==> src/rtl/len5_config_pkg.sv <==
// Global configuration constants: datapath widths and per-unit CDB result buffer depths.
package len5_config_pkg;

    localparam int unsigned XLEN               = 32;
    localparam int unsigned ROB_IDX_LEN        = 6;
    localparam int unsigned EXCEPT_CODE_LEN    = 5;

    // Default result buffer depth for each execution unit feeding a low-priority CDB lane
    localparam int unsigned ALU_CDB_BUF_DEPTH  = 2;
    localparam int unsigned MULT_CDB_BUF_DEPTH = 2;

endpackage

==> src/rtl/expipe_pkg.sv <==
// Execution-pipeline shared types, including the result record broadcast on the CDB.
package expipe_pkg;

    import len5_config_pkg::*;

    typedef struct packed {
        logic [ROB_IDX_LEN-1:0]     rob_idx;
        logic [XLEN-1:0]            res_value;
        logic                       except_raised;
        logic [EXCEPT_CODE_LEN-1:0] except_code;
    } cdb_data_t;

endpackage

==> src/rtl/cdb_result_buffer.sv <==
// In-order result FIFO between one execution unit and its low-priority CDB lane.
// All outputs come from registered state only; there is no push-to-pop bypass.
module cdb_result_buffer
    import expipe_pkg::*;
#(
    parameter int unsigned DEPTH = len5_config_pkg::ALU_CDB_BUF_DEPTH
) (
    input  logic      clk_i,
    input  logic      rst_ni,
    input  logic      flush_i,
    input  logic      eu_valid_i,
    output logic      eu_ready_o,
    input  cdb_data_t eu_data_i,
    output logic      cdb_valid_o,
    input  logic      cdb_ready_i,
    output cdb_data_t cdb_data_o
);

    localparam int unsigned PTR_W = (DEPTH > 1) ? $clog2(DEPTH) : 1;
    localparam int unsigned CNT_W = $clog2(DEPTH + 1);

    cdb_data_t        mem [DEPTH];
    logic [PTR_W-1:0] head;
    logic [PTR_W-1:0] tail;
    logic [CNT_W-1:0] count;
    logic             push;
    logic             pop;

    // Explicit wrap so non-power-of-two depths work
    function automatic logic [PTR_W-1:0] next_ptr(input logic [PTR_W-1:0] ptr);
        return (ptr == PTR_W'(DEPTH - 1)) ? '0 : ptr + PTR_W'(1);
    endfunction

    assign eu_ready_o  = (count != CNT_W'(DEPTH));
    assign cdb_valid_o = (count != '0);
    assign cdb_data_o  = mem[head];

    assign push = eu_valid_i & eu_ready_o;
    assign pop  = cdb_valid_o & cdb_ready_i;

    always_ff @(posedge clk_i or negedge rst_ni) begin
        if (!rst_ni) begin
            head  <= '0;
            tail  <= '0;
            count <= '0;
        end else if (flush_i) begin
            head  <= '0;
            tail  <= '0;
            count <= '0;
        end else begin
            if (push) tail <= next_ptr(tail);
            if (pop)  head <= next_ptr(head);
            if (push && !pop)      count <= count + CNT_W'(1);
            else if (pop && !push) count <= count - CNT_W'(1);
        end
    end

    // Storage is left unreset; contents are only observable while the count says valid
    always_ff @(posedge clk_i) begin
        if (push) mem[tail] <= eu_data_i;
    end

`ifndef SYNTHESIS
    a_no_push_when_full: assert property (@(posedge clk_i) disable iff (!rst_ni)
        !(push && (count == CNT_W'(DEPTH))));
    a_count_bound: assert property (@(posedge clk_i) disable iff (!rst_ni)
        count <= CNT_W'(DEPTH));
    a_depth_legal: assert property (@(posedge clk_i)
        (DEPTH >= 1) && (DEPTH <= 16));
`endif

endmodule

==> config.mk <==
export PLATFORM = sky130hd
export DESIGN_NAME = cdb_result_buffer
export DESIGN_NICKNAME = d
export VERILOG_FILES = /design/src/rtl/len5_config_pkg.sv /design/src/rtl/expipe_pkg.sv /design/src/rtl/cdb_result_buffer.sv
export SDC_FILE = /design/constraint.sdc
export NUM_CORES = 1
export LEC_CHECK = 0
export BUFFER_PORTS_ARGS = -buffer_cell sky130_fd_sc_hd__buf_4
export CORE_MARGIN = 2
export CORE_UTILIZATION = 52
export DETAILED_ROUTE_END_ITERATION = 16
export PLACE_DENSITY = 0.89
export SYNTH_ARGS = -nofsm -noshare
export SYNTH_HDL_FRONTEND = slang
export SYNTH_SLANG_ARGS = --single-unit
export TNS_END_PERCENT = 10
==> constraint.sdc <==
create_clock -name clk_i -period 2.5 [get_ports clk_i]
set_clock_uncertainty 0.15 [all_clocks]
set_input_delay 0.5 -clock clk_i [delete_from_list [all_inputs] [get_ports clk_i]]
set_output_delay 0.5 -clock clk_i [all_outputs]
set_load 0.01 [all_outputs]
==> flow_summary.rst <==
.. list-table::
   :header-rows: 1

   * - Metric
     - Value
   * - Status
     - completed
   * - Clock network fraction of design power
     - 29.0%
   * - Final routed DRC violation total
     - 0
   * - Area contributors post-synth
     - sky130_fd_sc_hd__edfxtp_1, sky130_fd_sc_hd__mux2_4, sky130_fd_sc_hd__dfrtp_1
   * - Final routed wirelength across all metal layers
     - 5910 µm
   * - Most used cells in the layout excluding fill and tap cells
     - sky130_fd_sc_hd__buf_4, sky130_fd_sc_hd__edfxtp_1, sky130_fd_sc_hd__mux2_4, sky130_fd_sc_hd__clkbuf_8, sky130_fd_sc_hd__mux2_2
   * - Count of fill cells added during filler insertion
     - 464
   * - Sequential share of power
     - 56.2%
   * - Final Critical Period
     - 2.24 ns
   * - Routed vias/inst
     - 5.03
   * - Detail Route Antenna Nets
     - 0
   * - Crit Path Max Fanout
     - 45
   * - Routability-driven placement congestion ratio
     - 0.685
   * - Starting Density
     - 53.1%
   * - Die area
     - 7540 µm²
   * - Slowest cell on the critical path
     - sky130_fd_sc_hd__mux2_2
   * - Area added between synthesis and finish
     - 28.1%
   * - Xor-xnor portion of the synthesized cell area
     - 0.246%
   * - Final setup fails
     - 0
   * - Gate power share
     - 14.8%
   * - Number of warnings reported in the yosys synthesis log
     - 0
   * - Total Routing Usage GR
     - 16.2%
   * - Number of max-slew violations in the final report
     - 0
   * - Via total after detailed routing
     - 1,761
   * - Library cell occupying the most area in the post-synthesis netlist
     - sky130_fd_sc_hd__edfxtp_1
   * - Routed length per placed instance
     - 16.9 µm
   * - Asr flop ratio synth
     - 4.35%
   * - Synthesized-area fraction occupied by ao, oa, aoi and oai cells
     - 1.19%
   * - Number of buffer cells added on primary ports
     - 94
   * - Flip-flop cell with the highest count after synthesis
     - sky130_fd_sc_hd__edfxtp_1
   * - Number of unique standard cell types used by synthesis
     - 22
   * - Family with the most delay on the worst path
     - buffers and inverters
   * - Areal power density over the cells
     - 704 nW/µm²
   * - Row count
     - 30
   * - Root buffer cell
     - sky130_fd_sc_hd__clkbuf_8
   * - DR pass1 iterations
     - 4
   * - DRC marker count from the first detailed-route iteration
     - 117
   * - Synth Instances
     - 161
   * - Worst setup EP type
     - primary output
   * - Achievable Freq
     - 446 MHz
   * - Average cell area after synthesis
     - 22.2 µm²
   * - Worst-path cell chain
     - buf_12, mux2_2, buf_4
   * - Final hold vios
     - 0
   * - Largest net degree at the start of global routing
     - 46
   * - Number of global-route vias before repair
     - 1,799
   * - Total number of H-tree levels
     - 3
   * - Buffers and inverters on the worst path
     - 2
   * - Syn_nets
     - 210
   * - Ant. Diodes
     - 0
   * - Slowest Stage Delay on Critical Path
     - 0.39 ns
   * - Dominant combinational cell family by area after synthesis
     - multiplexers
   * - Buffers inserted during post-CTS setup optimization
     - 0
   * - Worst Setup Start Kind
     - flop
   * - Clock sinks
     - 92
   * - Signal arrival time at the worst endpoint
     - 1.59 ns
   * - Total of max-cap violations
     - 0
   * - Leakage power figure
     - 1.79 nW
   * - Clock latency reported for the late side of the worst-skew pair
     - 0.34 ns
   * - RSZ-0062 raised after global routing
     - no
   * - Crit path required time
     - 1.85 ns
   * - Number of enable-type register cells in the synthesized netlist
     - 88
   * - Worst setup path category
     - flop to primary output
   * - Clk slew on worst S/H paths
     - 0.08 ns
   * - Most frequent standard cell in the layout excluding fill and tap cells
     - sky130_fd_sc_hd__buf_4
   * - Post-synthesis share of cell area spent on and, or, nand and nor gates
     - 1.82%
   * - Worst min-delay path category
     - input port to flop
   * - Share of Yosys cell area claimed by the top area cell type
     - 74.1%
   * - First-pass GRT wire length
     - 8910 µm
   * - Share of the yosys chip area belonging to registers
     - 76.9%
   * - Core area
     - 6720 µm²
   * - Floorplan die width
     - 86.8 µm
   * - Layout cell share with drive strength beyond 1
     - 59.3%
   * - Net count reported at finish
     - 315
   * - Actual slew at the worst max-slew pin
     - 0.458 ns
   * - Cell internal power dissipation
     - 2.52 mW
   * - Adder-cell share of the synthesized area
     - 0%
   * - CTS tree
     - built
   * - Boundary pin count
     - 95
   * - Antenna violations before repair
     - 0
   * - Number of storage elements in the synthesis netlist
     - 92
   * - Final clock period utilization by the worst path
     - 89.7%
   * - Height of the die
     - 86.8 µm
   * - Tightest slew margin relative to the limit
     - 69.4%
   * - Share of the core filled with cells
     - 68.0%
   * - GRT overflow
     - 0
   * - Clock Tree Buf Depth
     - 2
   * - Num CTS Buffers
     - 9
   * - Peak supply drop
     - 388 µV
   * - Placed wire-length estimate
     - 3960 µm
   * - Area of the mapped netlist
     - 3570 µm²
   * - Final TNS setup
     - 0 ns
   * - Fraction of power spent switching nets
     - 21.7%
   * - Multiplexer share of the synthesized area
     - 18.3%
   * - Switching power total
     - 697 µW
==> kinds of logic (layout without fill, tap and decap cells) <==
| family | after synthesis | in the layout |
|---|---|---|
| DFF | 92 | 92 |
| and+or+nand+nor | 10 | 10 |
| muxes | 45 | 45 |
| xor gates and xnor gates | 1 | 1 |
| AOI/OAI and AO/OA | 7 | 7 |
| buffers and inverters | 6 | 115 |
==> registers in the layout, indices dropped and copies added, names as in the netlist <==
register and flops:
head 1, count 2, tail 1, mem 88
==> area by class of cell <==
| cell class | instances | area, µm² | share of cell area, % |
|---|---|---|---|
| sequential | 92 | 2740 | 60.0 |
| clock inverter | 4 | 51.3 | 1.12 |
| clock buffer | 11 | 131 | 2.87 |
| timing repair buffer | 99 | 771 | 16.9 |
| inverter | 1 | 3.75 | 0.0821 |
| tap | 80 | 100 | 2.19 |
| multi-input combinational | 63 | 769 | 16.8 |
==> power by group through the flow <==
stage | Combinational [mW] | Clock [mW] | Sequential (mW)
6_report | 0.474 | 0.933 | 1.81
5_1_grt | 0.505 | 1.02 | 1.82
4_1_cts | 0.482 | 0.954 | 1.81
3_5_place_dp | 0.479 | 0 | 1.84
3_3_place_gp | 0.468 | 0 | 1.84
2_1_floorplan | 0.259 | 0 | 1.84
==> per-layer routing <==
metal  up-vias  track usage [%]  share of wire (%)
met5         -                0                  0
met4         0             5.11                1.2
met3         8             5.90                7.6
met2        71             25.8                 49
met1       845             20.9                 42
li1        837                -                  -
==> per-stage QoR <==
stage / setup slack [ns] / power, mW / instance area, µm² / hold WS [ns] / instances
after floorplan: 0.245 / 2.10 / 3570 / 0.0544 / 161
after global placement: 0.652 / 2.31 / 4380 / 0.148 / 334
after detailed placement: 0.640 / 2.32 / 4380 / 0.152 / 334
after CTS: 0.255 / 3.25 / 4570 / 0.157 / 350
after global routing: 0.213 / 3.34 / 4570 / 0.147 / 350
final: 0.257 / 3.22 / 4570 / 0.172 / 350
==> cell usage after synthesis (2+ instances only) <==
cell type                  number
sky130_fd_sc_hd__dfrtp_1        4
sky130_fd_sc_hd__mux2_4        39
sky130_fd_sc_hd__nand3b_1       2
sky130_fd_sc_hd__buf_6          4
sky130_fd_sc_hd__mux2_2         5
sky130_fd_sc_hd__a21oi_1        4
sky130_fd_sc_hd__edfxtp_1      88
==> what timing repair did <==
action	CTS	global route
resized for setup	0	0
hold endpoints to repair	4	0
hold buffers	1	0
==> path summary, 6_finish.rpt <==
path	start	end	slack (ns)	depth (start not counted)
max reg2reg	count[0]	mem[0][19]	0.70	4
min	flush_i	head	0.17	2
min in group asynchronous	rst_ni	count[0]	0.34	2
max in group asynchronous	rst_ni	head	1.75	2
min reg2reg	count[0]	count[1]	0.46	2
max	head	cdb_data_o[26]	0.26	3
No activity file was read; power rests on OpenSTA's default activity.
